`config.mk`:
```
export PLATFORM = sky130hd
export DESIGN_NAME = axi_read_master
export DESIGN_NICKNAME = d
export VERILOG_FILES = /design/src/rtl/axi_read_master.sv
export SDC_FILE = /design/constraint.sdc
export NUM_CORES = 1
export LEC_CHECK = 0
export BUFFER_PORTS_ARGS = -buffer_cell sky130_fd_sc_hd__buf_2
export CAP_MARGIN = 5
export CORE_MARGIN = 3
export CORE_UTILIZATION = 25
export CTS_CLUSTER_SIZE = 12
export DETAILED_ROUTE_END_ITERATION = 10
export PLACE_DENSITY = 0.57
export REMOVE_ABC_BUFFERS = 1
export SLEW_MARGIN = 20
export SYNTH_ARGS = -nofsm -noshare
export SYNTH_HDL_FRONTEND = slang
export SYNTH_SLANG_ARGS = --single-unit
```
`constraint.sdc`:
```
create_clock -name ACLK -period 3.55 [get_ports ACLK]
set_input_delay 0 -clock ACLK [delete_from_list [all_inputs] [get_ports ACLK]]
set_output_delay 0 -clock ACLK [all_outputs]
set_load 0.02 [all_outputs]
```
`src/rtl/axi_read_master.sv`:
```
// AXI4 read-channel initiator: one INCR burst per command, beats forwarded with
// backpressure and checked for response, ID and last-beat consistency.
module axi_read_master #(
  parameter int unsigned ADDR_WIDTH = 32,
  parameter int unsigned DATA_WIDTH = 32,
  parameter int unsigned ID_WIDTH   = 4,
  parameter int unsigned MASTER_ID  = 0
) (
  input  logic                  ACLK,
  input  logic                  ARESETN,
  input  logic                  cmd_valid,
  output logic                  cmd_ready,
  input  logic [ADDR_WIDTH-1:0] cmd_addr,
  input  logic [7:0]            cmd_len,
  output logic                  out_valid,
  input  logic                  out_ready,
  output logic [DATA_WIDTH-1:0] out_data,
  output logic                  out_last,
  output logic                  done,
  output logic                  busy,
  output logic [2:0]            err_status,
  output logic [ID_WIDTH-1:0]   M_AXI_arid,
  output logic [ADDR_WIDTH-1:0] M_AXI_araddr,
  output logic [7:0]            M_AXI_arlen,
  output logic [2:0]            M_AXI_arsize,
  output logic [1:0]            M_AXI_arburst,
  output logic [1:0]            M_AXI_arlock,
  output logic [3:0]            M_AXI_arcache,
  output logic [2:0]            M_AXI_arprot,
  output logic [3:0]            M_AXI_arqos,
  output logic [3:0]            M_AXI_arregion,
  output logic                  M_AXI_arvalid,
  input  logic                  M_AXI_arready,
  input  logic [ID_WIDTH-1:0]   M_AXI_rid,
  input  logic [DATA_WIDTH-1:0] M_AXI_rdata,
  input  logic [1:0]            M_AXI_rresp,
  input  logic                  M_AXI_rlast,
  input  logic                  M_AXI_rvalid,
  output logic                  M_AXI_rready
);

  // state | meaning
  // IDLE  | waiting for a command, cmd_ready high
  // ADDR  | AR request presented, waiting for arready
  // DATA  | collecting R beats until rlast or the beat count reaches arlen
  typedef enum logic [1:0] {IDLE, ADDR, DATA} state_t;

  localparam int unsigned           SIZE      = $clog2(DATA_WIDTH / 8);
  localparam logic [ADDR_WIDTH-1:0] ADDR_MASK = ADDR_WIDTH'((64'd1 << SIZE) - 64'd1);
  localparam logic [ID_WIDTH-1:0]   ID_VAL    = ID_WIDTH'(MASTER_ID);

  state_t                state_q, state_d;
  logic [ADDR_WIDTH-1:0] araddr_q;
  logic [7:0]            arlen_q;
  logic [7:0]            count_q;
  logic [ID_WIDTH-1:0]   arid_q;
  logic [2:0]            arsize_q;
  logic [1:0]            arburst_q;
  logic                  arvalid_q;
  logic [2:0]            err_q;
  logic                  done_q;

  logic cmd_fire, ar_fire, r_fire, at_len, burst_end;

  assign at_len    = (count_q == arlen_q);
  assign burst_end = M_AXI_rlast || at_len;
  assign cmd_fire  = cmd_valid && cmd_ready;
  assign ar_fire   = arvalid_q && M_AXI_arready;
  assign r_fire    = M_AXI_rvalid && M_AXI_rready;

  always_ff @(posedge ACLK or negedge ARESETN) begin
    if (!ARESETN) state_q <= IDLE;
    else          state_q <= state_d;
  end

  always_comb begin
    state_d      = state_q;
    cmd_ready    = 1'b0;
    M_AXI_rready = 1'b0;
    out_valid    = 1'b0;
    out_last     = 1'b0;
    case (state_q)
      IDLE: begin
        cmd_ready = 1'b1;
        if (cmd_valid) state_d = ADDR;
      end
      ADDR: begin
        if (ar_fire) state_d = DATA;
      end
      DATA: begin
        M_AXI_rready = out_ready;
        out_valid    = M_AXI_rvalid;
        out_last     = burst_end;
        if (r_fire && burst_end) state_d = IDLE;
      end
      default: state_d = IDLE;
    endcase
  end

  always_ff @(posedge ACLK or negedge ARESETN) begin
    if (!ARESETN) begin
      araddr_q  <= '0;
      arlen_q   <= '0;
      count_q   <= '0;
      arid_q    <= '0;
      arsize_q  <= '0;
      arburst_q <= '0;
      arvalid_q <= 1'b0;
      err_q     <= '0;
      done_q    <= 1'b0;
    end else begin
      done_q <= 1'b0;
      if (cmd_fire) begin
        araddr_q  <= cmd_addr & ~ADDR_MASK;
        arlen_q   <= cmd_len;
        arid_q    <= ID_VAL;
        arsize_q  <= 3'(SIZE);
        arburst_q <= 2'b01;
        arvalid_q <= 1'b1;
        err_q     <= '0;
        count_q   <= '0;
      end
      if (ar_fire) arvalid_q <= 1'b0;
      if (r_fire) begin
        count_q <= count_q + 8'd1;
        if (M_AXI_rresp != 2'b00) err_q[0] <= 1'b1;
        if (M_AXI_rid != ID_VAL)  err_q[2] <= 1'b1;
        // rlast and the local count must agree on which beat ends the burst
        if (burst_end && (M_AXI_rlast != at_len)) err_q[1] <= 1'b1;
        if (burst_end) done_q <= 1'b1;
      end
    end
  end

  assign out_data       = M_AXI_rdata;
  assign done           = done_q;
  assign busy           = (state_q != IDLE);
  assign err_status     = err_q;
  assign M_AXI_arid     = arid_q;
  assign M_AXI_araddr   = araddr_q;
  assign M_AXI_arlen    = arlen_q;
  assign M_AXI_arsize   = arsize_q;
  assign M_AXI_arburst  = arburst_q;
  assign M_AXI_arlock   = 2'b00;
  assign M_AXI_arcache  = 4'h0;
  assign M_AXI_arprot   = 3'h0;
  assign M_AXI_arqos    = 4'h0;
  assign M_AXI_arregion = 4'h0;
  assign M_AXI_arvalid  = arvalid_q;

endmodule
```
==> qor.csv <==
stage,metric,value,unit
power_and_ir_drop,clkPwrFrac,13.9,%
global_routing,grtUsageTotal,13.2,%
synthesis,synth.distinct_cells,31,
floorplanning,start_util,26.3,%
power_and_ir_drop,power_frac_seq,42.6,%
global_routing,first_global_vias,2253,
final_layout,fillers,1082,
route,drtIter0Drc,69,
worst_setup_path,cp_top_family,simple AND/OR/NAND/NOR gates,
status,status,"finished, final reports clean",
final_layout,final_cell_mix,"nand2_1 (121), buf_2 (100), dfrtp_1 (54)",
worst_setup_path,arrival,2.16,ns
final_layout,layout_commonest_cell,nand2_1,
sta,fin_ws,1.63,ns
clock_tree,cts_buffers,5,
power_and_ir_drop,ir_drop,0.258,mV
synthesis,postSynthCellCount,307,
sta,setup_viol,0,
place,dp_slack,1.66,ns
flow_run,maxCapViolCount,0,
final_layout,drive_gt1_share,27.3,%
sta,min_period_over_period,54.0,%
final_layout,antenna_cells,0,
sta,relSlewSlack,31.3,%
synthesis,ys_warn_count,0,
route,post_drt_wl_per_cell,15.1,um
clock_tree,cts_tree,yes,
floorplanning,core-area,10600,um^2
sta,rsz0062_at_grt,false,
sta,fmax,522,MHz
clock_tree,htree_levels,2,
clock_tree,clkTransAtPathRegs,0.10,ns
floorplanning,die-area,12500,um^2
route,dr.pass1.iters,4,
worst_setup_path,endpoint_kind,register,
worst_setup_path,critPathBufInv,1,
floorplanning,die_h,112,um
worst_setup_path,crit_chain,"and4b_1, o21ai_0, dlygate4sd3_1, nand2_1",
power_and_ir_drop,p_leak,1.99,nW
global_routing,grt_antenna_before_repair,0,
route,drt-total-wl,8.38,mm
worst_setup_path,worstPathMaxFanout,9,
power_and_ir_drop,swShare,43.6,%
clock_tree,clk-insertion-delay-late,0.30,ns
clock_tree,cts_root_buf,clkbuf_8,
floorplanning,fp.dieW,112,um
synthesis,syn_area,2790,um^2
place,hpwl,6.11,mm
clock_tree,clock_path_buffers,2,
final_layout,finalNetCount,504,
sta,slew_violations,0,
sta,skew,0.00774,ns
place,routabilityCongestion,0.732,
worst_setup_path,startpoint_type,register,
hold_path,hp-class,input pin to output pin,
sta,worst_pin_slew,1.03,ns
power_and_ir_drop,power.internal,1.35,mW
floorplanning,fp-row-count,37,
sta,layout_min_cycle_time,1.92,ns
synthesis,avgSynthCellArea,9.10,um^2
place,io_buffers,100,
power_and_ir_drop,power.switching,1.05,mW
route,postRouteAntennaNets,0,
global_routing,gr-total-overflow,0,
route,via_per_inst,4.12,
worst_setup_path,worstSetupPathType,register to register,
floorplanning,num_io_pins,193,
power_and_ir_drop,combPwrFrac,43.5,%
sta,hold_viol,0,
route,vias,2277,
worst_setup_path,crit_path_top_delay_cell,dlygate4sd3_1,
synthesis,synth_seq_area_share,48.4,%
clock_tree,numClockSinks,54,
worst_setup_path,critPathRequiredTime,3.80,ns
sta,finalSetupTns,0,ns
global_routing,grt_max_degree,52,
synthesis,synth-seq-cells,54,
worst_setup_path,max_stage_delay,0.59,ns
route,drc,0,
global_routing,grt_pass1_wl,12.8,mm
final_layout,finish.utilization,33.8,%
clock_tree,postCtsSetupRepairBufs,0,
power_and_ir_drop,power_density,670,nW/um^2
final_layout,syn_to_final_growth,28.3,%
[power groups by stage]
stage          clock, mW  sequential (mW)  combinational (mW)
6_report           0.334             1.02                1.05
5_1_grt            0.371             1.06                1.16
4_1_cts            0.359             1.03                1.07
3_5_place_dp           0             1.03                1.03
3_3_place_gp           0             1.03                1.02
2_1_floorplan          0             1.28               0.372
[timing repair]
| item | 4_1_cts | 5_1_grt |
|---|---|---|
| gates resized for setup | 0 | 0 |
| hold endpoints to repair | 96 | 0 |
| hold buffers | 46 | 0 |
[routing by layer]
layer  global-route usage (%)  part of all wire, %
met2                     18.6                   43
met3                     8.91                   14
met4                     2.92                  1.0
met1                     16.4                   42
met5                     3.53                    0
[registers in the layout, indices dropped and copies added (netlist names)]
| register | count |
|---|---|
| M_AXI_araddr | 30 |
| M_AXI_arlen | 8 |
| count_q | 8 |
| err_status | 3 |
| state_q | 2 |
| M_AXI_arburst | 1 |
| M_AXI_arvalid | 1 |
| done | 1 |
[cells in the mapped netlist]
library cell	n	area [um^2]
nor3b_2	1	12.5
xor2_1	8	70.1
inv_1	6	22.5
nand4b_2	1	15.0
mux2i_1	4	40.0
ha_1	2	25.0
xnor2_1	1	8.76
nor2_1	8	30.0
a22o_1	3	26.3
buf_6	5	56.3
nor4_1	3	18.8
nand2_1	121	454
nand4_1	1	6.26
mux2i_4	1	22.5
nand3_1	4	20.0
and3_1	2	12.5
clkbuf_1	2	7.51
conb_1	1	3.75
nand4b_1	1	8.76
a311oi_1	2	17.5
buf_2	1	5.00
nand2b_1	2	12.5
dfrtp_1	54	1350
buf_4	62	465
a221o_1	1	10.0
or3_1	1	6.26
or3b_1	1	8.76
and4_1	1	8.76
and4b_1	1	10.0
o21ai_0	5	25.0
mux2_2	1	11.3
[worst reg2reg max path, cell delays in order, from the launching register on]
cell	delay [ns]
dfrtp_1	0.53
and4b_1	0.52
o21ai_0	0.16
dlygate4sd3_1	0.59
nand2_1	0.07
[final timing paths]
path,to,depth (start not counted),from,slack [ns]
worst min register to register,M_AXI_araddr[28],2,M_AXI_araddr[28],0.48
worst max register to register,err_status[0],4,state_q[1],1.63
min in group asynchronous,state_q[0],3,ARESETN,0.34
max in group asynchronous,M_AXI_araddr[17],3,ARESETN,2.73
worst max-delay path,err_status[0],4,state_q[1],1.63
worst min-delay path,out_data[16],0,M_AXI_rdata[16],0.0001
[metrics by stage]
stage | hold WS [ns] | power (mW) | instance area (um^2) | instances
5_1_grt | 0.000120 | 2.59 | 3580 | 553
3_5_place_dp | -0.192 | 2.06 | 3040 | 500
3_3_place_gp | -0.192 | 2.04 | 3040 | 500
2_1_floorplan | -0.296 | 1.66 | 2350 | 262
6_report | 0.000136 | 2.40 | 3580 | 553
4_1_cts | 0.000161 | 2.45 | 3580 | 553
[area by class of cell]
cell class | instances | area (um^2) | share of cell area, %
timing repair buffer | 148 | 976 | 27.2
multi-input combinational | 202 | 985 | 27.5
tap | 136 | 170 | 4.75
sequential | 54 | 1350 | 37.7
clock inverter | 2 | 10.0 | 0.279
inverter | 6 | 22.5 | 0.628
clock buffer | 5 | 68.8 | 1.92
[logic make-up after synthesis]
| kind of cell | count (synthesis) | share of synthesized area, % |
|---|---|---|
| AND/OR/NAND/NOR | 148 | 22.4 |
| AO/OA/AOI/OAI | 11 | 2.82 |
| adder cells (fa/ha/maj) | 2 | 0.896 |
| flip-flops | 54 | 48.4 |
| multiplexers | 6 | 2.64 |
| other | 1 | 0.134 |
| XOR/XNOR | 9 | 2.82 |
| buffers and inverters | 76 | 19.9 |
Note: power is estimated with default switching activity, not from simulation.
